--- config.mk ---
export PLATFORM = sky130hd
export DESIGN_NAME = scan_sequencer_flat
export DESIGN_NICKNAME = d
export VERILOG_FILES = /design/src/rtl/scan_sequencer_if.sv /design/src/rtl/scan_sequencer.sv /design/src/flat_wrapper.sv
export SDC_FILE = /design/constraint.sdc
export NUM_CORES = 1
export LEC_CHECK = 0
export CAP_MARGIN = 20
export CORE_MARGIN = 3
export CORE_UTILIZATION = 60
export DETAILED_ROUTE_END_ITERATION = 10
export PLACE_DENSITY = 0.89
export SLEW_MARGIN = 20
export SYNTH_ARGS = -nofsm -noshare
export SYNTH_HDL_FRONTEND = slang
export SYNTH_SLANG_ARGS = --single-unit
export TNS_END_PERCENT = 1
--- constraint.sdc ---
create_clock -name clk -period 4.7 [get_ports clk]
set_input_delay 0.47 -clock clk [delete_from_list [all_inputs] [get_ports clk]]
set_output_delay 0.47 -clock clk [all_outputs]
set_load 0.03 [all_outputs]
--- src/rtl/scan_sequencer_if.sv ---
// Control and decoder-drive bundle for scan_sequencer.
// The controller side (master) drives start/stop/mode/mask; the sequencer (slave) drives A/E/busy/done.
interface scan_sequencer_if;
  logic       start;
  logic       stop;
  logic       mode;
  logic [3:0] mask;
  logic [1:0] A;
  logic       E;
  logic       busy;
  logic       done;

  modport master (output start, stop, mode, mask, input A, E, busy, done);
  modport slave  (input start, stop, mode, mask, output A, E, busy, done);
endinterface

--- src/rtl/scan_sequencer.sv ---
// Slot scanner driving a 2-to-4 decoder: select A, enable E, with blanking around every select change.
// Supports continuous or single-pass scanning with a live per-slot skip mask.
module scan_sequencer #(
  parameter int DWELL = 8,
  parameter int BLANK = 2,
  parameter int CNT_W = 16
) (
  input logic              clk,
  input logic              rst,
  scan_sequencer_if.slave  bus
);

  localparam logic [1:0] S_IDLE  = 2'd0;
  localparam logic [1:0] S_BLANK = 2'd1;
  localparam logic [1:0] S_DWELL = 2'd2;

  localparam logic [CNT_W-1:0] DWELL_LAST = CNT_W'(DWELL - 1);
  localparam logic [CNT_W-1:0] BLANK_LAST = CNT_W'((BLANK > 0) ? BLANK - 1 : 0);
  // Entry point of every slot: blanking first, or straight into the dwell when BLANK=0.
  localparam logic [1:0] SLOT_STATE = (BLANK > 0) ? S_BLANK : S_DWELL;
  localparam logic       SLOT_E     = (BLANK == 0);

  logic [1:0]       state;
  logic [CNT_W-1:0] cnt;
  logic [1:0]       a_q;
  logic             e_q;
  logic             busy_q;
  logic             done_q;

  logic       any_set;
  logic [1:0] lowest;
  logic [1:0] nxt;
  logic       wrapped;
  logic       lo_found;
  logic       nx_found;
  logic [1:0] cand;

  assign any_set = |bus.mask;

  always_comb begin
    lowest   = '0;
    lo_found = 1'b0;
    for (int unsigned k = 0; k < 4; k++) begin
      if (!lo_found && bus.mask[k[1:0]]) begin
        lowest   = k[1:0];
        lo_found = 1'b1;
      end
    end
  end

  // Search upward from A+1, wrapping; k=4 lands back on A so a sole set bit is found last.
  always_comb begin
    nxt      = a_q;
    nx_found = 1'b0;
    cand     = '0;
    for (int unsigned k = 1; k <= 4; k++) begin
      cand = a_q + k[1:0];
      if (!nx_found && bus.mask[cand]) begin
        nxt      = cand;
        nx_found = 1'b1;
      end
    end
  end

  assign wrapped = (nxt <= a_q);

  always_ff @(posedge clk) begin
    if (rst) begin
      state  <= S_IDLE;
      cnt    <= '0;
      a_q    <= '0;
      e_q    <= 1'b0;
      busy_q <= 1'b0;
      done_q <= 1'b0;
    end else begin
      done_q <= 1'b0;
      if (bus.stop) begin
        state  <= S_IDLE;
        cnt    <= '0;
        e_q    <= 1'b0;
        busy_q <= 1'b0;
      end else begin
        case (state)
          S_IDLE: begin
            if (bus.start) begin
              if (any_set) begin
                a_q    <= lowest;
                state  <= SLOT_STATE;
                cnt    <= '0;
                e_q    <= SLOT_E;
                busy_q <= 1'b1;
              end else begin
                done_q <= 1'b1;
              end
            end
          end
          S_BLANK: begin
            if (cnt == BLANK_LAST) begin
              state <= S_DWELL;
              cnt   <= '0;
              e_q   <= 1'b1;
            end else begin
              cnt <= cnt + 1'b1;
            end
          end
          S_DWELL: begin
            if (cnt == DWELL_LAST) begin
              cnt <= '0;
              if (!any_set || (bus.mode && wrapped)) begin
                state  <= S_IDLE;
                e_q    <= 1'b0;
                busy_q <= 1'b0;
                done_q <= 1'b1;
              end else begin
                a_q   <= nxt;
                state <= SLOT_STATE;
                e_q   <= SLOT_E;
              end
            end else begin
              cnt <= cnt + 1'b1;
            end
          end
          default: begin
            state  <= S_IDLE;
            cnt    <= '0;
            e_q    <= 1'b0;
            busy_q <= 1'b0;
          end
        endcase
      end
    end
  end

  assign bus.A    = a_q;
  assign bus.E    = e_q;
  assign bus.busy = busy_q;
  assign bus.done = done_q;

endmodule
--- src/flat_wrapper.sv ---
// flat-port wrapper written by rule: the top's interface ports become plain ports
module scan_sequencer_flat 
#(
  parameter int DWELL = 8,
  parameter int BLANK = 2,
  parameter int CNT_W = 16
)
  (clk, rst, bus_start, bus_stop, bus_mode, bus_mask, bus_A, bus_E, bus_busy, bus_done);
  scan_sequencer_if bus_i ();
  input logic clk;
  input logic rst;
  input wire logic [$bits(bus_i.start)-1:0] bus_start;
  input wire logic [$bits(bus_i.stop)-1:0] bus_stop;
  input wire logic [$bits(bus_i.mode)-1:0] bus_mode;
  input wire logic [$bits(bus_i.mask)-1:0] bus_mask;
  output wire logic [$bits(bus_i.A)-1:0] bus_A;
  output wire logic [$bits(bus_i.E)-1:0] bus_E;
  output wire logic [$bits(bus_i.busy)-1:0] bus_busy;
  output wire logic [$bits(bus_i.done)-1:0] bus_done;
  assign bus_i.start = bus_start;
  assign bus_i.stop = bus_stop;
  assign bus_i.mode = bus_mode;
  assign bus_i.mask = bus_mask;
  assign bus_A = bus_i.A;
  assign bus_E = bus_i.E;
  assign bus_busy = bus_i.busy;
  assign bus_done = bus_i.done;
  scan_sequencer #(.DWELL(DWELL), .BLANK(BLANK), .CNT_W(CNT_W)) u_core (.clk(clk), .rst(rst), .bus(bus_i));
endmodule
Word level (Yosys, flattened, before mapping)
Index checks and enable logic that the tools add are counted.
Widths: inputs -> output; s select.
- bits in registers: 23
- input port bits: 9
- output and inout port bits: 5
- word-level logic and storage cells: 102
- $add $sub $neg: 4
- $lt $le $gt $ge: 5
- eq/ne operators: 10
- multiplexer cells: 52
- bitwise operators: 2
- reductions and logical operators: 23
- operators by type and width (operator ; number):
    $mux 16 ; 4
    $pmux 16 s3 ; 1
    $mux 2 ; 14
    $mux 1 ; 24
    $add 16x1->16 const B ; 1
    $eq 16x1->1 const B ; 1
    $eq 16x3->1 const B ; 1
    $lt 2x3->1 const B ; 4
    $bmux 1 s2 ; 4
    $ne 2x1->1 const B ; 4
    $logic_and 1x1->1 ; 7
    $logic_not 1->1 ; 7
    $pmux 1 s3 ; 2
    $pmux 2 s3 ; 1
    $reduce_and 6->1 ; 1
    $reduce_and 5->1 ; 1
    $add 2x2->2 const B ; 2
    $ne 2x2->1 const B ; 2
    $pmux 2 s2 ; 1
    $reduce_and 4->1 ; 1
    $reduce_or 4->1 ; 1
    $add 2x1->2 const B ; 1
    $eq 2x1->1 const B ; 1
    $eq 2x2->1 const B ; 1
    other kinds (8) ; 9

Longest topological paths before layout
- depth in word-level cells: 19
- mapped depth: 9
- gate-level depth less buffers: 9

Worst setup path after synthesis
OpenSTA, ideal clock, no wires.
- path kind: flip-flop to flip-flop
- start point: reg u_core.a_q[0] (netlist: u_core.bus.A[0])
- end point: reg u_core.a_q[1] (netlist: u_core.bus.A[1])
- arrival time: 2278 ps
- path slack: 2342 ps
- stages on the path, launching flop included: 10
- path buffers: 0
- cells stage by stage: dfxtp_1 -> nor2b_1 -> o21ai_0 -> and3_1 -> ha_1 -> and3_1 -> a311oi_1 -> mux2i_1 -> o31a_1 -> a211oi_2
- word-level cells in the longest chain between the ends: 18
- elaborated cells between the ends (all ways): 32
- classes of those cells: 3 x add/sub; 1 x order compare; 1 x eq/ne; 18 x mux; 9 x reduce/logical
- RTL lines (item ; RTL line ; RTL):
    from (decl) ; scan_sequencer.sv:25 ; logic [1:0] a_q;
    from (signal assigned) ; scan_sequencer.sv:87 ; a_q <= lowest;
    from (signal assigned) ; scan_sequencer.sv:115 ; a_q <= nxt;
    $add 2x1->2 ; scan_sequencer.sv:57 ; cand = a_q + k[1:0];
    $bmux 1 s2 ; scan_sequencer.sv:58 ; if (!nx_found && bus.mask[cand]) begin
    $mux 1 (not written as such) ; scan_sequencer.sv:58 ;
    $mux 1 ; scan_sequencer.sv:58 ;
    $logic_not 1->1 ; scan_sequencer.sv:58 ;
    $logic_and 1x1->1 ; scan_sequencer.sv:58 ;
    $mux 1 ; scan_sequencer.sv:58 ;
    $logic_not 1->1 ; scan_sequencer.sv:58 ;
    [... 2 more ...] ; -- ;
    $logic_not 1->1 ; scan_sequencer.sv:58 ;
    $logic_and 1x1->1 ; scan_sequencer.sv:58 ;
    $mux 2 ; scan_sequencer.sv:58 ;
    $le 2x2->1 ; scan_sequencer.sv:65 ; assign wrapped = (nxt <= a_q);
    $logic_and 1x1->1 ; scan_sequencer.sv:109 ; if (!any_set || (bus.mode && wrapped)) begin
    $logic_or 1x1->1 ; scan_sequencer.sv:109 ;
    $ne 2x2->1 (no line) ; -- ;
    $reduce_and 6->1 (no line) ; -- ;
Several ways; a longest one is shown, not always the timed one. The select of a mux whose other input is x is not followed.
A chain may end at the register's enable or synchronous reset.

Worst setup path in the final report
- start point: in bus_mask[1]
- end point: reg u_core.a_q[1] (netlist: u_core.bus.A[1])
- word-level cells in the longest chain between the ends: 17
- elaborated cells between the ends (all ways): 43
- classes of those cells: 1 x order compare; 2 x eq/ne; 24 x mux; 16 x reduce/logical
- RTL lines (item ; RTL line ; RTL):
    from (decl) ; flat_wrapper.sv:15 ; input wire logic [$bits(bus_i.mask)-1:0] bus_mask;
    $bmux 1 s2 ; scan_sequencer.sv:58 ;
    $mux 1 (not written as such) ; scan_sequencer.sv:58 ;
    $mux 1 ; scan_sequencer.sv:58 ;
    $logic_not 1->1 ; scan_sequencer.sv:58 ;
    $logic_and 1x1->1 ; scan_sequencer.sv:58 ;
    $mux 1 ; scan_sequencer.sv:58 ;
    $logic_not 1->1 ; scan_sequencer.sv:58 ;
    $logic_and 1x1->1 ; scan_sequencer.sv:58 ;
    $mux 1 ; scan_sequencer.sv:58 ;
    $logic_not 1->1 ; scan_sequencer.sv:58 ;
    $logic_and 1x1->1 ; scan_sequencer.sv:58 ;
    $mux 2 ; scan_sequencer.sv:58 ;
    $le 2x2->1 ; scan_sequencer.sv:65 ;
    $logic_and 1x1->1 ; scan_sequencer.sv:109 ;
    $logic_or 1x1->1 ; scan_sequencer.sv:109 ;
    $ne 2x2->1 (no line) ; -- ;
    $reduce_and 6->1 (no line) ; -- ;
Several ways; a longest one is shown, not always the timed one. The select of a mux whose other input is x is not followed.

==> results.cfg <==
[synth]
synthCells = 174
ys_ff_latch = 22
synth-main-ff-cell = dfxtp_1
syn_area_mm2 = 0.00148
synth.distinct_cells = 49
ys_seq_area_frac = 0.298
synthesis.nets = 191
synth_area_per_cell_um2 = 8.50
ys_warn_count = 0
synth_edf_count = 0
async_reset_ff_frac = 0

[detailed_routing]
viasPerCell = 6.31
drc_errors = 0
post_drt_wl_per_cell_um = 16.0
vias = 1343
drt_wl_total_um = 3410
ant_nets = 0
drt_first_pass_iters = 4
drtIter0Drc = 44

[power]
seq_power_share = 0.475
clockPowerShare = 0.370
p_per_area_mw_per_mm2 = 241
pwr-share-comb = 0.155
vdd_drop_max_uv = 249
total_leakage_power_nw = 0.554
p_sw_mw = 0.101
power_mw = 0.402
switching_share = 0.252
internal-power_mw = 0.300

[setup_path]
cp-end-kind = flip-flop
critPathMaxFanout = 7
setup.worst_path.end = u_core.bus.A[1]
critPathArrivalTime_ns = 3.12
start_kind = input pin
timing.rr.end = u_core.bus.A[1]
r2r_slack_ns = 2.19
reg2regPathDepth = 9
r2r-start = u_core.bus.A[0]
crit_start = bus_mask[1]
crit_type = in -> reg
cp.required_ns = 4.95

[global_routing]
grt_pass1_wl_um = 6100
grt_pass1_vias = 1382
antenna_found_initial = 0
grt.total_usage = 0.241
grt_max_degree = 17
grt_overflow = 0

[placement]
place.gp.congestion = 0.861
port_buffers = 13
dp_slack_ns = 1.53
placed_area_mm2 = 0.00162
dp.cells = 209
hpwl_um = 2440

[clock_network]
clock_path_buffers = 2
clkLatencyLatePin_ns = 0.32
htree_levels = 1
clk_pin_slew_ns = 0.13
root_buffer = clkbuf_4
hold_buffers = 0
cts_tree = built
cts-resized-gates = 0
cts_setup_buffers = 0
cts_sinks = 22
cts_buffers = 3

[die]
die_w_um = 55.6
die_area_mm2 = 0.00310
num_rows = 17
die_y_um = 55.6
initial_core_util = 0.650
core_area_mm2 = 0.00228
io_pins = 14

[finish]
drive_above_1_share = 0.0973
mostFrequentLayoutCells = 24 x nor2_1, 22 x dfxtp_1, 14 x nand2_1
layout.cells.non_filler = 213
final_area_mm2 = 0.00167
fin_nets = 203
mostFrequentLayoutCell = nor2_1
antenna_cells = 0
final_core_util = 0.733
area_delta_synth_final_pct = 12.9

[sta]
period_share = 0.609
rsz0062_at_grt = false
finalHoldViolations = 0
setup_viol = 0
timing.slew.headroom = 0.604
setup_ws_ns = 1.84
clock_skew_ns = 0.00173
slew_viol_final = 0
clock.fmax_mhz = 349
fin_setup_tns_ns = 0
period_needed_ns = 2.86
tightest_slew_ns = 0.594
hold_ws_ns = 0.497

[worst_hold_path]
hold_class = reg -> reg

[flow_run]
cap_violations = 0

[status]
status = completed
-- power groups by stage --
| stage | clock [mW] | sequential, mW | combinational [mW] |
|---|---|---|---|
| final | 0.149 | 0.191 | 0.0623 |
| after global routing | 0.159 | 0.191 | 0.0685 |
| after CTS | 0.149 | 0.191 | 0.0613 |
| after detailed placement | 0 | 0.195 | 0.0606 |
| after global placement | 0 | 0.195 | 0.0575 |
| after floorplan | 0 | 0.198 | 0.0367 |
-- kinds of logic after synthesis --
family / after synthesis / share of synthesized area
mux: 2 / 0.0135
fa+ha+maj: 8 / 0.0677
compound gates: 29 / 0.171
simple gates: 86 / 0.341
flops: 22 / 0.298
buf+inv: 16 / 0.0440
xor+xnor: 11 / 0.0651
-- worst max-delay path, stage by stage --
cell             delay, ns
clkdlybuf4s50_1       0.60
nor2b_1               0.22
o21ai_0               0.13
and3_1                0.20
ha_1                  0.27
and3_1                0.17
a311oi_1              0.40
mux2i_1               0.20
o31a_1                0.29
a211oi_2              0.18
-- metal layers --
metal / vias up / wire, um / GRT usage
met5: - / 0 / 0
met2: 37 / 1670 / 0.414
met4: 0 / 60 / 0.101
met3: 6 / 139 / 0.0394
met1: 645 / 1550 / 0.295
li1: 655 / - / -
-- synth_stat cells (all sizes together), types with 3 or more instances --
| cell type | number | area (um2) |
|---|---|---|
| nor2 | 24 | 90.1 |
| dfxtp | 22 | 440 |
| nand2 | 14 | 52.6 |
| inv | 10 | 37.5 |
| nor4 | 9 | 86.3 |
| ha | 8 | 100 |
| xnor2 | 8 | 70.1 |
| nand4 | 6 | 43.8 |
| buf | 5 | 23.8 |
| nand3 | 5 | 25.0 |
| nor3 | 5 | 35.0 |
| or3 | 5 | 31.3 |
| a21oi | 4 | 20.0 |
| and3 | 4 | 25.0 |
| nor2b | 4 | 25.0 |
| a21o | 3 | 22.5 |
| a31oi | 3 | 33.8 |
| o21ai | 3 | 15.0 |
| xor2 | 3 | 26.3 |
-- sequential cells by signal (all words and copies together), names as in the netlist --
signal,cells
u_core.bus.busy,1
u_core.cnt,16
u_core.state,2
u_core.bus.done,1
u_core.bus.A,2
-- area by class of cell --
cell class	instances	area, um2
multi-input combinational	136	973
fill	176	607
sequential	22	440
timing repair buffer	13	130
inverter	10	37.5
tap	28	35.0
clock inverter	1	30.0
clock buffer	3	22.5
-- worst min path at each step --
stage / startpoint / endpoint / slack [ns] / cells past startpoint
2_1_floorplan: u_core.cnt[1] / u_core.cnt[1] / 0.47 / 2
3_3_place_gp: u_core.cnt[1] / u_core.cnt[1] / 0.47 / 2
3_5_place_dp: u_core.cnt[1] / u_core.cnt[1] / 0.48 / 2
4_1_cts: u_core.cnt[1] / u_core.cnt[1] / 0.50 / 2
5_1_grt: u_core.cnt[1] / u_core.cnt[1] / 0.53 / 2
6_report: u_core.cnt[1] / u_core.cnt[1] / 0.50 / 2
Power figures use the tool's default switching activity.
==> RTL change 1: new RTL, same settings <==
`CNT_W` is set to 16 in 2 places; all go to 24.
--- a/src/rtl/scan_sequencer.sv
+++ b/src/rtl/scan_sequencer.sv
@@ -4,5 +4,5 @@
   parameter int DWELL = 8,
   parameter int BLANK = 2,
-  parameter int CNT_W = 16
+  parameter int CNT_W = 24
 ) (
   input logic              clk,
--- a/src/flat_wrapper.sv
+++ b/src/flat_wrapper.sv
@@ -4,5 +4,5 @@
   parameter int DWELL = 8,
   parameter int BLANK = 2,
-  parameter int CNT_W = 16
+  parameter int CNT_W = 24
 )
   (clk, rst, bus_start, bus_stop, bus_mode, bus_mask, bus_A, bus_E, bus_busy, bus_done);
Formal check against the unedited RTL: no difference found for any inputs over 10 cycles, from zero or initial values and one cycle with rst high; that may be too few to reach the edited logic, so the function may still have changed.
==> RTL change 1 against the unedited design <==
- combinational power fell by 3.9%
- routed wire length rose by 23%
- first-iteration DRC count rose to 4.1 times the old value
- sequential share of layout area rose by 3.5 points
- global-route usage rose by 0.61 points
- final area rose by 20%
- setup slack improved by 0.062 ns
- hold slack got worse by 0.018 ns
- total power rose by 20%
- synthesized area rose by 23%
- sequential cell count rose by 8
- synthesized cell count rose by 31%
- largest power group unchanged
==> RTL change 1: results (changes against the unedited design) <==
clk_lat worst skew -> 0.35 ns (was 0.32 ns)
routability cong. -> 0.854 (was 0.861)
actual slew at the worst max-slew pin -> 0.873 ns (was 0.594 ns)
final wirelength -> 4210 um (was 3410 um)
Worst R2R Setup Slack -> 2.09 ns (was 2.19 ns)
largest net degree at the start of global routing -> 19 (was 17)
Num CTS Buffers -> 5 (was 3)
max reg flops -> 24 (was 16)
hold path start -> u_core.bus.busy$_SDFFE_PP0P_ (was u_core.cnt[1]$_SDFFE_PP0P_)
initial drt markers -> 180 (was 44)
filler instances -> 236 (was 176)
ranking of synthesized cells by area -> dfxtp_1 33%, ha_1 5.5%, nand2_1 5.4% (was dfxtp_1 30%, ha_1 6.8%, nor2_1 6.1%)
Layout Nets -> 258 (was 203)
Clock Skew -> 0.00957 ns (was 0.00173 ns)
clock slew at reported path FFs -> 0.10 ns (was 0.13 ns)
first-pass GRT wire length -> 6760 um (was 6100 um)
drt via density -> 6.29 (was 6.31)
leakage power -> 0.685 nW (was 0.554 nW)
hpwl dp -> 2970 um (was 2440 um)
number of global-route vias before repair -> 1501 (was 1382)
Register-to-Register Path Depth -> 10 (was 9)
post-synth cell types -> 48 (was 49)
RR Endpoint -> u_core.bus.A[0]$_SDFFE_PP0P_ (was u_core.bus.A[1]$_SDFFE_PP0P_)
H-tree Lvls -> 2 (was 1)
most common cell after layout, fill and taps aside -> dfxtp_1 (was nor2_1)
Critical Path AT -> 3.10 ns (was 3.12 ns)
GRT Total Usage -> 24.7% (was 24.1%)
status -> completed (unchanged)
most frequent cells after synthesis -> 30 x dfxtp_1, 26 x nand2_1, 26 x nor2_1 (was 24 x nor2_1, 22 x dfxtp_1, 14 x nand2_1)
WHS -> 0.479 ns (was 0.497 ns)
post-synthesis sequential area ratio -> 33.1% (was 29.8%)
worst vdd ir -> 0.156 mV (was 0.249 mV)
RTL change 1: per-layer routing:
layer	vias to the layer above	routed length (um)	track usage (%)
met1	799	1920	31.7
li1	854	-	-
met2	55	1910	37.3
met4	0	87	11.5
met3	10	280	8.30
met5	-	0	0
RTL change 1: where the power goes:
| part | internal [W] | switching [W] |
|---|---|---|
| clock | 0.0000723 | 0.0000927 |
| sequential | 0.000256 | 0.00000247 |
| combinational | 0.0000241 | 0.0000358 |
RTL change 1: how the worst max path moves through the flow:
stage | start | end | slack, ns | depth (start not counted)
after detailed placement | bus_mask[2] | u_core.bus.A[0]$_SDFFE_PP0P_ | 1.59 | 11
after global placement | bus_mask[2] | u_core.bus.A[0]$_SDFFE_PP0P_ | 1.68 | 11
after CTS | bus_mask[2] | u_core.bus.A[0]$_SDFFE_PP0P_ | 1.94 | 11
final | bus_mask[2] | u_core.bus.A[0]$_SDFFE_PP0P_ | 1.90 | 11
after floorplan | u_core.bus.A[0]$_SDFFE_PP0P_ | u_core.bus.A[0]$_SDFFE_PP0P_ | 2.22 | 10
after global routing | bus_mask[2] | u_core.bus.A[0]$_SDFFE_PP0P_ | 1.63 | 11
RTL change 1: cells by family after synthesis:
logic type      Yosys count  synth area share, %
buf+inv                  16                 3.80
xor+xnor                 12                 5.80
compound gates           51                 18.2
simple gates            110                 33.1
flops                    30                 33.1
mux                       1                0.552
fa+ha+maj                 8                 5.52
RTL change 1: worst reg2reg max path: stages (launching register included):
cell,delay (ns)
dfxtp_1,0.44
nand2b_1,0.15
o21ai_0,0.10
a211oi_1,0.34
ha_1,0.30
nand2_1,0.06
o21ai_0,0.07
a21oi_1,0.29
a31oi_1,0.20
or4_1,0.54
nand2_1,0.08
RTL change 1: through the flow:
stage          power, W  instance area (um2)  setup WS, ns  std cells  utilization [%]
6_report       0.000484                 2010          1.90        273             71.1
3_3_place_gp   0.000322                 1950          1.68        265             69.0
2_1_floorplan  0.000302                 1810          2.22        228                -
3_5_place_dp   0.000323                 1950          1.59        265             69.0
4_1_cts        0.000485                 2010          1.94        273             71.1
5_1_grt        0.000502                 2010          1.63        273             71.1
RTL change 1: layout make-up:
cell class / instances / area, um2 / area share, %
Clock buffer: 7 / 55.1 / 2.74
Clock inverter: 1 / 5.00 / 0.249
Inverter: 8 / 30.0 / 1.49
Multi-Input combinational cell: 182 / 1140 / 56.9
Sequential cell: 30 / 601 / 29.9
Tap cell: 31 / 38.8 / 1.93
Timing Repair Buffer: 14 / 138 / 6.85
==> RTL change 2: new RTL, same flow settings <==
Made on the original files. Make the reset (`rst`) asynchronous in one clocked block.
--- a/src/rtl/scan_sequencer.sv
+++ b/src/rtl/scan_sequencer.sv
@@ -65,5 +65,5 @@
   assign wrapped = (nxt <= a_q);
 
-  always_ff @(posedge clk) begin
+  always_ff @(posedge clk or posedge rst) begin
     if (rst) begin
       state  <= S_IDLE;
Behaviour: differs if rst is asserted again (counterexample within 4 cycles, from zero or initial values and one cycle with rst high); with rst held inactive, the same outputs for 10 cycles.
==> RTL change 2 against the unedited design <==
- routed wire length grew 1.6%
- critical path type unchanged
- clock skew grew 0.0051 ns
- final area grew 5.5%
- critical endpoint is now u_core.bus.busy$_DFFE_PP0P_
- sequential cell count grew 1
- first-iteration DRC count grew 57%
- synthesized area grew 8.1%
- setup slack gained 0.077 ns
- global-route usage shrank 1.3 points
Power is not compared: it rests on default switching activity, and its combinational part moved more than twofold at a synthesized area within 25%.
==> RTL change 2: results (changes against the unedited design) <==
largest net degree at the start of global routing -> 24 (was 17)
actual slew at the worst max-slew pin -> 0.895 ns (was 0.594 ns)
Worst R2R Setup Slack -> 2.25 ns (was 2.19 ns)
WL met1 -> 1450 um (was 1550 um)
first-pass GRT wire length -> 6010 um (was 6100 um)
Final min period -> 2.79 ns (was 2.86 ns)
CP max FO -> 9 (was 7)
pre-CTS setup slack -> 1.58 ns (was 1.53 ns)
asr flop ratio synth -> 100% (was 0%)
drt via density -> 6.71 (was 6.31)
R2R Path Start -> u_core.bus.A[1]$_DFFE_PP0P_ (was u_core.bus.A[0]$_SDFFE_PP0P_)
most frequent cells after synthesis -> 23 x dfrtp_1, 14 x xor2_1, 10 x nor2_1, 10 x nor2_2 (was 24 x nor2_1, 22 x dfxtp_1, 14 x nand2_1)
Met3 Wirelength -> 187 um (was 139 um)
post-synthesis sequential area ratio -> 36.0% (was 29.8%)
hpwl dp -> 2570 um (was 2440 um)
Layout Nets -> 190 (was 203)
Clock Skew -> 0.00679 ns (was 0.00173 ns)
Critical Path AT -> 3.00 ns (was 3.12 ns)
filler instances -> 176 (unchanged)
routability cong. -> 0.896 (was 0.861)
leakage power -> 0.737 nW
clock buffer depth -> 2 (unchanged)
n_diodes -> 0 (unchanged)
max reg flops -> 16 (unchanged)
ranking of synthesized cells by area -> dfrtp_1 36%, xor2_1 7.7%, ha_1 7.0% (was dfxtp_1 30%, ha_1 6.8%, nor2_1 6.1%)
Mapped Nets -> 177 (was 191)
number of global-route vias before repair -> 1312 (was 1382)
internal cell power -> 0.000366 W
First-pass DRT Iterations -> 5 (was 4)
share of cells above drive strength 1 -> 14.0% (was 9.73%)
initial drt markers -> 69 (was 44)
clk_lat worst skew -> 0.31 ns
status -> completed (unchanged)
WHS Path Cells -> 1 (was 2)
Ys Warns -> 0 (unchanged)
CP startpoint -> bus_mask[1] (unchanged)
capture point of the worst path -> u_core.bus.busy$_DFFE_PP0P_ (was u_core.bus.A[1]$_SDFFE_PP0P_)
detailed-route wire length per cell -> 17.2 um (was 16.0 um)
max layer used -> met4 (unchanged)
GRT Total Usage -> 22.8% (was 24.1%)
metal2 WL -> 1760 um (was 1670 um)
RTL change 2: kinds of logic (layout without fill, tap and decap cells):
family	after synthesis	in the layout	share of synthesized area (%)
buffers and inverters	14	26	4.23
AND/OR/NAND/NOR	60	60	23.2
AO/OA/AOI/OAI	36	36	19.8
adder cells (fa/ha/maj)	9	9	7.04
multiplexers	3	3	2.03
flip-flops	23	23	36.0
XOR/XNOR	14	14	7.67
RTL change 2: through the flow:
stage | cell area (um2) | instances | util (%) | hold slack, ns
2_1_floorplan | 1600 | 159 | - | 0.472
3_3_place_gp | 1730 | 197 | 69.3 | 0.489
3_5_place_dp | 1730 | 197 | 69.3 | 0.492
4_1_cts | 1760 | 201 | 70.4 | 0.527
5_1_grt | 1760 | 201 | 70.4 | 0.557
6_report | 1760 | 201 | 70.4 | 0.523
RTL change 2: power groups by stage:
| stage | logic [W] | clock network (W) | registers (W) |
|---|---|---|---|
| final | 0.000293 | 0.0000959 | 0.000242 |
| after CTS | 0.000292 | 0.0000982 | 0.000242 |
| after global placement | 0.000282 | 0 | 0.000243 |
| after floorplan | 0.000192 | 0 | 0.000267 |
| after detailed placement | 0.000291 | 0 | 0.000245 |
| after global routing | 0.000319 | 0.000103 | 0.000246 |
RTL change 2: how the worst min path moves through the flow:
stage	from	endpoint	slack [ns]
after detailed placement	u_core.bus.E$_DFFE_PP0P_	u_core.bus.E$_DFFE_PP0P_	0.49
after CTS	u_core.bus.E$_DFFE_PP0P_	u_core.bus.E$_DFFE_PP0P_	0.53
final	u_core.bus.E$_DFFE_PP0P_	u_core.bus.E$_DFFE_PP0P_	0.52
after floorplan	rst	u_core.bus.A[0]$_DFFE_PP0P_	0.47
after global routing	u_core.bus.E$_DFFE_PP0P_	u_core.bus.E$_DFFE_PP0P_	0.56
after global placement	u_core.bus.E$_DFFE_PP0P_	u_core.bus.E$_DFFE_PP0P_	0.49
RTL change 2: cell type report:
class | instances | area [um2] | area share, %
timing repair buffer | 13 | 130 | 7.39
clock buffer | 3 | 22.5 | 1.28
inverter | 9 | 33.8 | 1.92
sequential | 23 | 576 | 32.7
multi-input combinational | 122 | 956 | 54.3
tap | 30 | 37.5 | 2.13
clock inverter | 1 | 5.00 | 0.284
RTL change 2: critical path: stages:
cell,delay (ns)
clkdlybuf4s50_1,0.55
o21ai_0,0.21
o21ai_0,0.13
a211oi_1,0.33
ha_1,0.30
nor2b_1,0.15
o21a_1,0.22
a311oi_2,0.31
a31oi_1,0.11
a211oi_1,0.23
RTL change 2: routing by layer:
layer | vias up | track usage [%]
met5 | - | 0
met4 | 0 | 6.95
met3 | 10 | 3.12
met2 | 50 | 38.9
met1 | 678 | 30.0
li1 | 611 | -
